File: config.mk
export PLATFORM = sky130hd
export DESIGN_NAME = alu_arbiter
export DESIGN_NICKNAME = d
export VERILOG_FILES = /design/src/rtl/alu_arbiter.sv
export SDC_FILE = /design/constraint.sdc
export NUM_CORES = 1
export LEC_CHECK = 0
export ABC_AREA = 1
export BUFFER_PORTS_ARGS = -buffer_cell sky130_fd_sc_hd__clkbuf_2
export CAP_MARGIN = 20
export CORE_AREA = 2 2 120 122
export DETAILED_ROUTE_END_ITERATION = 7
export DIE_AREA = 0 0 122 124
export PLACE_DENSITY = 0.67
export SETUP_SLACK_MARGIN = 0.5
export SYNTH_ARGS = -nofsm -noshare
export SYNTH_HDL_FRONTEND = slang
export SYNTH_SLANG_ARGS = --single-unit
export TNS_END_PERCENT = 10
File: constraint.sdc
create_clock -name clk -period 1.65 [get_ports clk]
set_clock_uncertainty 0.2 [all_clocks]
set_input_delay 0.0825 -clock clk [delete_from_list [all_inputs] [get_ports clk]]
set_output_delay 0.0825 -clock clk [all_outputs]
set_load 0.05 [all_outputs]
File: src/rtl/alu_arbiter.sv
// Round-robin arbiter sharing one combinational ALU between two requesters,
// with a one-entry registered result returned on the owner's response channel.
module alu_arbiter #(
  parameter int unsigned TAG_W = 4
) (
  input  logic             clk,
  input  logic             rst,
  input  logic [1:0]       req_valid,
  output logic [1:0]       req_ready,
  input  logic             req0_imm,
  input  logic [2:0]       req0_funct3,
  input  logic [6:0]       req0_funct7,
  input  logic [31:0]      req0_rs1,
  input  logic [31:0]      req0_rs2,
  input  logic [TAG_W-1:0] req0_tag,
  input  logic             req1_imm,
  input  logic [2:0]       req1_funct3,
  input  logic [6:0]       req1_funct7,
  input  logic [31:0]      req1_rs1,
  input  logic [31:0]      req1_rs2,
  input  logic [TAG_W-1:0] req1_tag,
  output logic             alu_i_en,
  output logic [2:0]       alu_funct3,
  output logic [6:0]       alu_funct7,
  output logic [31:0]      alu_rs1,
  output logic [31:0]      alu_rs2,
  input  logic [31:0]      alu_rd,
  output logic [1:0]       resp_valid,
  input  logic [1:0]       resp_ready,
  output logic [31:0]      resp_data,
  output logic [TAG_W-1:0] resp_tag
);

  localparam int unsigned DATA_W = 32;

  typedef struct packed {
    logic             imm;
    logic [2:0]       funct3;
    logic [6:0]       funct7;
    logic [DATA_W-1:0] rs1;
    logic [DATA_W-1:0] rs2;
    logic [TAG_W-1:0] tag;
  } req_t;

  req_t req0_s;
  req_t req1_s;
  req_t sel_s;

  logic              out_valid_q, out_valid_d;
  logic              out_owner_q, out_owner_d;
  logic [DATA_W-1:0] out_data_q,  out_data_d;
  logic [TAG_W-1:0]  out_tag_q,   out_tag_d;
  logic              rr_ptr_q,    rr_ptr_d;

  logic can_accept_c;
  logic gnt_any_c;
  logic gnt_idx_c;

  assign req0_s = '{imm: req0_imm, funct3: req0_funct3, funct7: req0_funct7,
                    rs1: req0_rs1, rs2: req0_rs2, tag: req0_tag};
  assign req1_s = '{imm: req1_imm, funct3: req1_funct3, funct7: req1_funct7,
                    rs1: req1_rs1, rs2: req1_rs2, tag: req1_tag};

  // Grant decision; with no grant the index rests on rr_ptr so the ALU mux stays put.
  always_comb begin
    can_accept_c = ~out_valid_q | resp_ready[out_owner_q];
    gnt_any_c    = 1'b0;
    gnt_idx_c    = rr_ptr_q;
    if (!rst && can_accept_c) begin
      unique case (req_valid)
        2'b01:   begin gnt_any_c = 1'b1; gnt_idx_c = 1'b0;     end
        2'b10:   begin gnt_any_c = 1'b1; gnt_idx_c = 1'b1;     end
        2'b11:   begin gnt_any_c = 1'b1; gnt_idx_c = rr_ptr_q; end
        default: begin gnt_any_c = 1'b0; gnt_idx_c = rr_ptr_q; end
      endcase
    end
  end

  assign req_ready = gnt_any_c ? (gnt_idx_c ? 2'b10 : 2'b01) : 2'b00;
  assign sel_s     = gnt_idx_c ? req1_s : req0_s;

  assign alu_i_en   = sel_s.imm;
  assign alu_funct3 = sel_s.funct3;
  assign alu_funct7 = sel_s.funct7;
  assign alu_rs1    = sel_s.rs1;
  assign alu_rs2    = sel_s.rs2;

  // A new accept overwrites the slot only when it is free or draining this edge.
  always_comb begin
    out_valid_d = out_valid_q;
    out_owner_d = out_owner_q;
    out_data_d  = out_data_q;
    out_tag_d   = out_tag_q;
    rr_ptr_d    = rr_ptr_q;
    if (gnt_any_c) begin
      out_valid_d = 1'b1;
      out_owner_d = gnt_idx_c;
      out_data_d  = alu_rd;
      out_tag_d   = sel_s.tag;
      rr_ptr_d    = ~gnt_idx_c;
    end else if (out_valid_q && resp_ready[out_owner_q]) begin
      out_valid_d = 1'b0;
    end
  end

  always_ff @(posedge clk) begin
    if (rst) begin
      out_valid_q <= 1'b0;
      out_owner_q <= 1'b0;
      out_data_q  <= '0;
      out_tag_q   <= '0;
      rr_ptr_q    <= 1'b0;
    end else begin
      out_valid_q <= out_valid_d;
      out_owner_q <= out_owner_d;
      out_data_q  <= out_data_d;
      out_tag_q   <= out_tag_d;
      rr_ptr_q    <= rr_ptr_d;
    end
  end

  assign resp_valid = {out_valid_q & out_owner_q, out_valid_q & ~out_owner_q};
  assign resp_data  = out_data_q;
  assign resp_tag   = out_tag_q;

endmodule

; After elaboration in Yosys (flattened, before gate mapping)
; Cells that the tools add are included.
[totals]
mem_bits_ro = 0
out_inout_bits = 115
ram_bits = 0
regBits = 39
latchBits = 0
memories = 0
[classes]
shift = 0
n_div = 0
muxes = 11
reduce_logical = 5
n_eq_ne = 3
add_sub_neg = 0
multipliers = 0
magnitude_cmp = 1
bitwise_logic = 6
[op_table]
columns = cell, count
row1 = 2-to-1 mux 79 bit, 1
row2 = 2-to-1 mux 1 bit, 7
row3 = "equality test 2 bit, second input constant", 2
row4 = 2-to-1 mux 2 bit, 2
row5 = NOT 1 bit, 3
row6 = OR reduction 3 bit, 1
row7 = AND 1 bit, 2
row8 = "equality test 2 x 1 -> 1 bit, second input constant", 1
row9 = logical AND 1 bit, 2
row10 = "less-than comparator 1 x 2 -> 1 bit, second input constant", 1
row11 = one-hot mux 1 bit (2 select lines), 1
row12 = nonzero test 2 bit, 1
row13 = zero test 1 bit, 1
row14 = bitwise OR 1 bit, 1

; Logic depth before layout (Yosys ltp)
[logic_depth]
word_depth = 7
depth_mapped = 12

; Worst setup path after synthesis
; No wires, ideal clock.
[synth_path]
kind = input -> register
start = input req_valid[0]
end = register rr_ptr_q
path_buffers = 1
t_arrival_ns = 1.659
setup_ns = 0.166
required_time_ns = 1.284
path_slack_ns = -0.375
stages = 10
cell_sequence = inv_1 -> ha_1 -> inv_1 -> nand2_1 -> nand2_1 -> nand3_1 -> nand2_2 -> buf_4 -> nor2_1 -> a211oi_2
[synth_between]
elab_chain_cells = 4
word_cells_on_any_way = 9
cone_classes = eq/ne (3) / mux (4) / bitwise (1) / reduce/logical (1)
[synth_lines]
columns = item, line_no
row1 = start: declaration, 8  ; input logic [1:0] req_valid,
row2 = equality test 2 bit / equality test 2 x 1 -> 1 bit (equally long branches), 70  ; unique case (req_valid)
row3 = OR reduction 3 bit (no line) / one-hot mux 1 bit (2 select lines) (equally long branches), --
row4 = 2-to-1 mux 1 bit (on tied branches), "70, 69"
row5 = 2-to-1 mux 1 bit / NOT 1 bit (equally long branches), "69, 100"
row6 = end signal: assignment, 118  ; rr_ptr_q <= rr_ptr_d;
row7 = end: declaration, 53  ; logic rr_ptr_q, rr_ptr_d;
; Parallel ways exist; a longest one is shown, timed or not.
; A chain may end at the register's enable or synchronous reset.

; Worst setup path after layout
[layout_path]
start = register out_owner_q
end = output alu_rs1[9]
[layout_between]
elab_chain_cells = 6
[layout_lines]
columns = item, line_no
row1 = start: declaration, 50  ; logic out_owner_q, out_owner_d;
row2 = start signal: assignment, 115  ; out_owner_q <= out_owner_d;
row3 = 2-to-1 mux 1 bit (implied by the code) (2 in a row), 66  ; can_accept_c = ~out_valid_q | resp_ready[out_owner_q];
row4 = bitwise OR 1 bit, 66
row5 = logical AND 1 bit, 69  ; if (!rst && can_accept_c) begin
row6 = 2-to-1 mux 1 bit, 69
row7 = 2-to-1 mux 79 bit, 80  ; assign sel_s = gnt_idx_c ? req1_s : req0_s;
row8 = end: declaration, 25  ; output logic [31:0] alu_rs1,
; Every way passes these cells. The select of a mux whose other input is x is not followed.

==> metrics.csv <==
stage,metric,value,unit
run_status,status,"finished, violations left",
run_status,failing checks,setup timing,
logic_synthesis,post-synth cell types,18,
run,max-cap check violation count,0,
timing,Setup Viol. Count Final,78,
timing,Slew headroom,75.3,%
logic_synthesis,register area share after synthesis,25.4,%
floorplanning,die extent in x,122,µm
placement,placed cell count,937,
global_route,Total GRT Usage,16.7,%
detailed_routing,drt initial violations,181,
logic_synthesis,ys flop type,dfxtp_1,
worst_hold_path,Hold Path Origin,req_valid[1],
clocking,CTS tree,yes,
global_route,largest net degree at the start of global routing,36,
global_route,first-pass GRT wire length,19800,µm
critical_path,WP data required,1.37,ns
logic_synthesis,Synth area leaders,"nand2_1 38%, dfxtp_1 25%, buf_4 19%",
clocking,Max clock buf depth,2,
logic_synthesis,#FFs+latches synth,39,
timing,worst slew pin tran,0.370,ns
placement,placed cell area,0.00481,mm²
logic_synthesis,Synth Instances,530,
clocking,worst-skew pair later-pin latency,0.28,ns
timing,Period minus WS final,1.98,ns
critical_path,CP Data Arrival Time,1.70,ns
logic_synthesis,most numerous cell in the Yosys netlist,nand2_1,
timing,Final WS setup,-0.332,ns
critical_path,worst-path maximum fanout,15,
detailed_routing,routed via count,4333,
finish,Nets,1021,
critical_path,Top delay family on crit path,simple AND/OR/NAND/NOR gates,
critical_path,crit path capture type,primary output,
critical_path,FF-to-FF setup slack,-0.06,ns
critical_path,worst path cell trace,"inv_4, nand2_2, nand3_4, nand3_4, nand2_8, buf_6, buf_16, nand2_1, nand2_2, buf_8",
floorplanning,Core Area,0.0137,mm²
pwr,Pwr Total,6.50,mW
critical_path,Worst path slowest cell,dfxtp_4,
finish,n_diodes,0,
critical_path,Worst path depth,10,
finish,area growth from synthesis to layout,119,%
placement,GP Congestion,0.776,
floorplanning,IO Count,311,
clocking,total CTS buffers,5,
detailed_routing,DRC violations left,0,
timing,fin. max-slew vios,0,
critical_path,Setup CP Type,register to primary output,
timing,fin crit share,120,%
logic_synthesis,Yosys top cell area share,37.9,%
logic_synthesis,Ys Warns,0,
logic_synthesis,asr flop ratio synth,0,%
worst_hold_path,Hold Crit Endpoint,out_valid_q,
timing,fmax,505,MHz
critical_path,reg2reg path depth,11,
critical_path,Buf/Inv on CP,4,
logic_synthesis,"Net Count, Synth",729,
placement,dpl hpwl,9240,µm
detailed_routing,wire per inst,14.8,µm
critical_path,Worst Setup Start Kind,register,
placement,Setup WS pre-CTS,-0.269,ns
finish,Util after Layout,48.9,%
finish,share of cells above drive strength 1,58.1,%
logic_synthesis,cell taking the most area after synthesis,nand2_1,
global_route,antenna violations before repair,0,
clocking,Max H-tree Level,2,
worst_hold_path,worst min-delay path category,input pin to register,
finish,post-route cell area,0.00671,mm²
detailed_routing,antenna-violating nets left,0,
clocking,clock sinks,39,
clocking,Clock transition at path regs,0.06,ns
pwr,P_leak,3.51,nW
critical_path,"slowest stage delay, CP",0.38,ns
finish,Non-Filler Instances,1003,
logic_synthesis,Post-Syn Area,0.00307,mm²
clocking,root buf cell,clkbuf_16,
logic_synthesis,Commonest cells post-synth,"310 x nand2_1, 76 x buf_4, 39 x dfxtp_1, 34 x o21ai_0, 17 x buf_2",
critical_path,worst r2r dst,resp_tag[1],
placement,number of port buffers,310,
floorplanning,die height,124,µm
floorplanning,Initial Util,22.4,%
global_route,vias in the first global route,4054,
logic_synthesis,number of synthesized flops with an enable pin,0,
timing,final hold viol count,0,
logic_synthesis,Synth Area per Inst,5.79,µm²
timing,RSZ-0062 raised after global routing,true,
pwr,maximum vdd ir drop,710,µV
detailed_routing,Detailed Routing Iterations Pass 1,4,
floorplanning,die area,0.0151,mm²
floorplanning,row count,43,
worst_hold_path,Hold Path Depth,4,
critical_path,worst r2r src,out_owner_q,
detailed_routing,final WL,14900,µm
global_route,GRT overflow,0,
pwr,power density over the cells,970,mW/mm²
detailed_routing,Avg Vias per Cell,4.32,
## kinds of logic (layout without fill, tap and decap cells)
group / after synthesis / count (layout) / synth area share, %
adder cells (fa/ha/maj): 3 / 3 / 1.22
flip-flops: 39 / 39 / 25.4
buffers and inverters: 118 / 411 / 24.9
AO/OA/AOI/OAI: 36 / 36 / 6.11
AND/OR/NAND/NOR: 334 / 334 / 42.3
## tightest hold or removal path, stage by stage
cell and delay, ns:
clkbuf_2 0.10, inv_1 0.08, ha_4 0.15, a21oi_1 0.06
## worst max-delay path by stage
stage | slack, ns | start | end
floorplan | 0.1 | req_valid[0] | alu_funct3[0]
global placement | -0.23 | req_valid[0] | alu_funct7[4]
detailed placement | -0.27 | req_valid[0] | alu_rs2[27]
CTS | -0.32 | out_owner_q | alu_rs2[8]
global route | -0.41 | out_owner_q | alu_rs2[4]
finish | -0.33 | out_owner_q | alu_rs1[9]
## state kept, by name, indices dropped and copies added (netlist names)
register     count
out_owner_q      1
out_valid_q      1
resp_data       32
resp_tag         4
rr_ptr_q         1
## layout make-up
| cell class | count | area, µm² |
|---|---|---|
| Multi-Input combinational cell | 373 | 1910 |
| Inverter | 17 | 66.3 |
| Sequential cell | 39 | 790 |
| Timing Repair Buffer | 386 | 3540 |
| Fill cell | 1253 | 7010 |
| Clock buffer | 6 | 139 |
| Clock inverter | 2 | 38.8 |
| Tap cell | 180 | 225 |
## per-layer routing
layer / vias up / global-route usage (%) / part of all wire, %
li1: 2126 / - / -
met1: 1953 / 18.4 / 36
met2: 222 / 31.8 / 54
met3: 32 / 3.66 / 7.8
met4: 0 / 4.67 / 2.5
met5: - / 0 / 0
## placed cells by master, fill, tap and decap left out, types with 2 or more instances in the layout
master / count
buf_4: 32
ha_1: 2
nand2_4: 2
inv_1: 12
clkbuf_16: 6
clkbuf_8: 2
nand2_2: 100
inv_2: 4
nor2_4: 3
clkbuf_2: 195
nand3_4: 4
clkbuf_4: 15
o21ai_0: 32
nand2_8: 2
buf_12: 36
buf_8: 52
buf_6: 4
nand3_2: 4
nand3_1: 10
dlygate4sd3_1: 43
buf_16: 7
nand2_1: 208
dfxtp_4: 2
dfxtp_1: 36
## report_power, final
group          switching (mW)  internal (mW)  leakage (nW)
Sequential             0.0641           1.04         0.325
Clock                   0.393          0.760        0.0875
Combinational            2.46           1.78          3.09
Total                    2.92           3.58          3.51
## stage by stage
step	setup TNS, ns	hold slack [ns]
final	-19.41	0.0327
after global placement	-15.29	0.0804
after detailed placement	-17.37	0.0862
after floorplan	0	-0.0484
after global routing	-27.36	0.0434
after CTS	-20.92	-0.172
## what timing repair did
action | 4_1_cts | 5_1_grt
setup endpoints to repair | 153 | 138
pin swaps | 20 | 5
resized for setup | 196 | 157
endpoints found under the hold margin | 39 | 2
gates cloned | 7 | 1
hold buffers | 40 | 3
buffers inserted | 7 | 0
No activity file was read; power rests on OpenSTA's default activity.
